==> config.mk <==
export PLATFORM = sky130hd
export DESIGN_NAME = oscillator_phase
export DESIGN_NICKNAME = d
export VERILOG_FILES = /design/src/rtl/oscillator_phase.sv
export SDC_FILE = /design/constraint.sdc
export NUM_CORES = 1
export LEC_CHECK = 0
export ABC_AREA = 0
export CORE_ASPECT_RATIO = 1.5
export CORE_UTILIZATION = 45
export CTS_CLUSTER_DIAMETER = 40
export DETAILED_ROUTE_END_ITERATION = 8
export MAX_ROUTING_LAYER = met4
export PLACE_DENSITY_LB_ADDON = 0.2
export SYNTH_ARGS = -nofsm -noshare
export SYNTH_HDL_FRONTEND = slang
export SYNTH_SLANG_ARGS = --single-unit
==> constraint.sdc <==
create_clock -name clock -period 2.6 [get_ports clock]
set_input_delay 0.26 -clock clock [delete_from_list [all_inputs] [get_ports clock]]
set_output_delay 0.26 -clock clock [all_outputs]
set_load 0.01 [all_outputs]
==> src/rtl/oscillator_phase.sv <==
// Two-half-period phase accumulator for an oscillator voice.
// The step register reloads only at run entry, retrigger or a completed period.
module oscillator_phase #(
  parameter int unsigned PHASE_WIDTH = 16
) (
  input  logic                   clock,
  input  logic                   reset,
  input  logic                   enable,
  input  logic                   sample_tick,
  input  logic                   retrigger,
  input  logic [PHASE_WIDTH-1:0] increment,
  output logic                   state,
  output logic [PHASE_WIDTH-1:0] phase,
  output logic                   phase_valid,
  output logic                   cycle_done
);

  typedef enum logic {IDLE = 1'b0, RUN = 1'b1} mode_t;
  typedef enum logic {FRONT = 1'b0, BACK = 1'b1} half_t;

  mode_t                  mode_q, mode_d;
  half_t                  half_q, half_d;
  logic [PHASE_WIDTH-1:0] phase_q, phase_d;
  logic [PHASE_WIDTH-1:0] step_q, step_d;
  logic                   valid_q, valid_d;
  logic                   done_q, done_d;
  logic [PHASE_WIDTH:0]   sum;

  always_ff @(posedge clock) begin
    if (reset) begin
      mode_q  <= IDLE;
      half_q  <= FRONT;
      phase_q <= '0;
      step_q  <= '0;
      valid_q <= 1'b0;
      done_q  <= 1'b0;
    end else begin
      mode_q  <= mode_d;
      half_q  <= half_d;
      phase_q <= phase_d;
      step_q  <= step_d;
      valid_q <= valid_d;
      done_q  <= done_d;
    end
  end

  always_comb begin
    mode_d = mode_q;
    case (mode_q)
      IDLE:    if (enable)  mode_d = RUN;
      RUN:     if (!enable) mode_d = IDLE;
      default: mode_d = IDLE;
    endcase
  end

  // Register next-values; outputs are taken straight from the _q flops.
  always_comb begin
    sum     = {1'b0, phase_q} + {1'b0, step_q};
    half_d  = half_q;
    phase_d = phase_q;
    step_d  = step_q;
    valid_d = 1'b0;
    done_d  = 1'b0;
    case (mode_q)
      IDLE: begin
        half_d  = FRONT;
        phase_d = '0;
        if (enable) step_d = increment;
      end
      RUN: begin
        if (!enable) begin
          half_d  = FRONT;
          phase_d = '0;
        end else if (retrigger) begin
          half_d  = FRONT;
          phase_d = '0;
          step_d  = increment;
        end else if (sample_tick) begin
          phase_d = sum[PHASE_WIDTH-1:0];
          valid_d = 1'b1;
          if (sum[PHASE_WIDTH]) begin
            half_d = (half_q == FRONT) ? BACK : FRONT;
            if (half_q == BACK) begin
              done_d = 1'b1;
              step_d = increment;
            end
          end
        end
      end
      default: begin
        half_d  = FRONT;
        phase_d = '0;
      end
    endcase
  end

  assign state       = half_q;
  assign phase       = phase_q;
  assign phase_valid = valid_q;
  assign cycle_done  = done_q;

endmodule

==> flow_metrics.tcl, run 1 <==
set metrics [dict create \
    post_synth_num_cell_types 49 \
    share_of_cells_above_drive_strength_1_pct 9.21 \
    cts_tree "built" \
    hold_path_class "reg -> reg" \
    design.final.nets 342 \
    htree_levels 2 \
    rsz_0062_raised_after_global_routing "true" \
    status "completed" \
    dp.final_hpwl_um 4040 \
    power.total_mw 1.12 \
    groute.layer.met3.usage_pct 4.15 \
    cts_root_buffer "sky130_fd_sc_hd__clkbuf_8" \
    synth_edf_count 0 \
    synth_nets 302 \
    timing.final.ws_setup_ns 0.217 \
    largest_family_of_logic_cells_by_synthesized_area "simple AND/OR/NAND/NOR gates" \
    totalWireLength_um 5210 \
    busiest_layer "met2" \
    route.antenna.remaining_nets 0 \
    timing.clock.skew_ns 0.00629 \
    clock_insertion_delay_worst_skew_ns 0.29 \
    synthSimpleGateAreaFrac_pct 23.7 \
    max-cap-violations 0 \
    powerDensity_mw_per_mm2 390 \
    synthesis.area_mm2 0.00236 \
    worstPathRequired_ns 2.83 \
    r2r-start "phase[0]$_SDFFE_PP0P_" \
    highest_count_cells_in_the_layout_ignoring_fill_and_taps "39 x sky130_fd_sc_hd__clkdlybuf4s50_1, 36 x sky130_fd_sc_hd__nand2b_1, 36 x sky130_fd_sc_hd__dfxtp_1" \
    port_buffers 39 \
    drc 0 \
    synthToLayoutAreaGrowth_pct 21.9 \
    synth.ff_latch_count 36 \
    chipWidth_um 61.1 \
    cts.sinks 36 \
    max_slew_headroom_at_the_worst_pin_pct 72.9 \
    synth.area.mux_share_pct 11.0 \
    synth-main-ff-cell "sky130_fd_sc_hd__dfxtp_1" \
    critical_path.startpoint "phase[0]$_SDFFE_PP0P_" \
    start_util_pct 47.9 \
    grt_antenna_before_repair 0 \
    drt_first_iter_violations 93 \
    antenna_cells 0 \
    worst_margin_slew_ns 0.402 \
    post_synthesis_average_cell_area_um2 8.93 \
    vias_in_the_first_global_route 1908 \
    p_leak_nw 1.16 \
    design.portCount 40 \
    cts_setup_buffers 0 \
    overflow 0 \
    timing.setup.critical_path_class "reg -> reg" \
    worst_slack_at_placement_ns 0.216 \
    most_common_cell_after_layout_fill_and_taps_aside "sky130_fd_sc_hd__clkdlybuf4s50_1" \
    ctsLongestPathBuffers 2 \
    global_route.usage.met2_pct 34.1 \
    cts_repair_resized_insts 0 \
    vias_per_cell 5.41 \
    synth_top_cell_by_area "sky130_fd_sc_hd__dfxtp_1" \
    cts_hold_buf 0 \
    clk_pin_slew_ns 0.07 \
    min_period_ns 2.38 \
    worstHoldStart "step_q[2]$_SDFFE_PP0P_" \
    complex_gate_fraction_of_the_synthesized_area_pct 16.7 \
    worst_setup_path_start_kind "register" \
    largest_net_degree_at_the_start_of_global_routing 33 \
    vias 2002 \
    placement_rows 31 \
    detail_route.wl_per_cell_um 14.1 \
    syn-instance-count 264 \
    critical_path_peak_fanout 7 \
    critical_path_arrival_ns 2.61 \
    slew_viol_final 0 \
    fp.dieArea_mm2 0.00554 \
    synth_fa_ha_area_share_pct 9.34 \
    gp_routability_congestion 0.907 \
    grt_use_total_pct 21.4 \
    finalHoldViolations 0 \
    ys_async_sr_fraction_pct 0 \
    die_height_um 90.6 \
    synth.yosys.warnings 0 \
    finalSetupViolCount 0 \
    met1_usage_pct 25.0 \
    timing.critical_path.to_type "register" \
    sequential_share_of_the_synthesized_area_pct 30.6 \
    grt_pass1_wl_um 8680 \
    fin_worst_hold_slack_ns 0.480 \
    synthXorXnorAreaFrac_pct 2.97 \
    fin_crit_sh_pct 91.7 \
    synth_top_area_share_pct 30.6 \
    netlist_top_cells_area "sky130_fd_sc_hd__dfxtp_1 31%, sky130_fd_sc_hd__mux2i_1 11%, sky130_fd_sc_hd__nand2b_1 9.6%" \
    coreArea_mm2 0.00493 \
    fmax_ghz 0.420 \
    cts_buffers 5 \
    dr.pass1.iters 4 \
    vdd.ir_drop.worst_mv 0.262 \
]
## registers in the layout, indices dropped and copies added, names as in the netlist
signal / count
phase: 16
step_q: 16
cycle_done: 1
mode_q: 1
phase_valid: 1
state: 1
## critical path, cell delays in order (launching register included)
cell	delay, ns
sky130_fd_sc_hd__dfxtp_1	0.36
sky130_fd_sc_hd__ha_1	0.17
sky130_fd_sc_hd__inv_1	0.05
sky130_fd_sc_hd__fa_1	0.38
sky130_fd_sc_hd__nand2b_1	0.19
sky130_fd_sc_hd__a21oi_4	0.19
sky130_fd_sc_hd__a41oi_4	0.19
sky130_fd_sc_hd__o21ai_1	0.19
sky130_fd_sc_hd__o211a_1	0.20
sky130_fd_sc_hd__buf_4	0.19
sky130_fd_sc_hd__mux2i_1	0.19
## path summary, 6_finish.rpt
check        slack [ns]  depth (start not counted)                 endpoint
min reg2reg        0.48                          2   step_q[2]$_SDFFE_PP0P_
max reg2reg        0.22                         10  step_q[15]$_SDFFE_PP0P_
min                0.48                          2   step_q[2]$_SDFFE_PP0P_
max                0.22                         10  step_q[15]$_SDFFE_PP0P_
## per-stage QoR
stage | setup TNS, ns | util (%) | area, µm² | std cells
after CTS | 0 | 58.3 | 2870 | 370
final | 0 | 58.3 | 2870 | 370
after floorplan | 0 | - | 2360 | 264
after detailed placement | 0 | 56.7 | 2790 | 363
after global routing | -0.00522 | 58.3 | 2870 | 370
after global placement | 0 | 56.7 | 2790 | 363
## routing by layer
metal / vias up / share of wire (%) / wire (µm)
met4: 0 / 3.2 / 168
li1: 999 / - / -
met2: 48 / 52 / 2690
met5: - / 0 / 0
met1: 941 / 42 / 2190
met3: 14 / 3.1 / 162
## cells in the mapped netlist, types with 2 or more instances
cell type                  instances
sky130_fd_sc_hd__a21oi_2           2
sky130_fd_sc_hd__mux2i_1          26
sky130_fd_sc_hd__and2_1            2
sky130_fd_sc_hd__xnor2_1           3
sky130_fd_sc_hd__nor3_1            2
sky130_fd_sc_hd__o21bai_1          2
sky130_fd_sc_hd__clkbuf_1          8
sky130_fd_sc_hd__buf_6             4
sky130_fd_sc_hd__a21o_1            3
sky130_fd_sc_hd__nand3_1          10
sky130_fd_sc_hd__nand2_1          15
sky130_fd_sc_hd__o21ai_2           2
sky130_fd_sc_hd__dfxtp_1          36
sky130_fd_sc_hd__a21oi_1          11
sky130_fd_sc_hd__o22ai_1           3
sky130_fd_sc_hd__nor2b_1           3
sky130_fd_sc_hd__ha_1             16
sky130_fd_sc_hd__a31oi_1           4
sky130_fd_sc_hd__nand4_1           3
sky130_fd_sc_hd__a21boi_0          2
sky130_fd_sc_hd__inv_1             8
sky130_fd_sc_hd__xor2_1            5
sky130_fd_sc_hd__o21ai_0           6
sky130_fd_sc_hd__a21oi_4           3
sky130_fd_sc_hd__nand2b_1         36
sky130_fd_sc_hd__or3_1             2
sky130_fd_sc_hd__or4_1             2
sky130_fd_sc_hd__and3_1            6
sky130_fd_sc_hd__nor2_1           19
## report_power, final
| group | internal [mW] | switching [mW] | leakage, nW |
|---|---|---|---|
| Sequential | 0.570 | 0.0113 | 0.293 |
| Clock | 0.182 | 0.192 | 0.0410 |
| Combinational | 0.0850 | 0.0809 | 0.828 |
| Total | 0.837 | 0.284 | 1.16 |
## cells by family after synthesis
kind of cell,after synthesis
flops,36
simple gates,104
buf+inv,23
mux,26
fa+ha+maj,17
xor+xnor,8
compound gates,50
## final cells by class
cell class	instances	area [µm²]
well taps	66	82.6
flip-flops and latches	36	721
clock inverters	1	5.00
clock buffers	6	72.6
fillers	474	2050
multi-input cells	205	1500
repair buffers	48	462
inverters	8	30.0
Power figures use the tool's default switching activity.
==> run 2: changes to the inputs <==
SLEW_MARGIN = 25   (was unset)
==> results of run 2 <==
No change in the layout: final DEF, timing and power equal those of run 1.
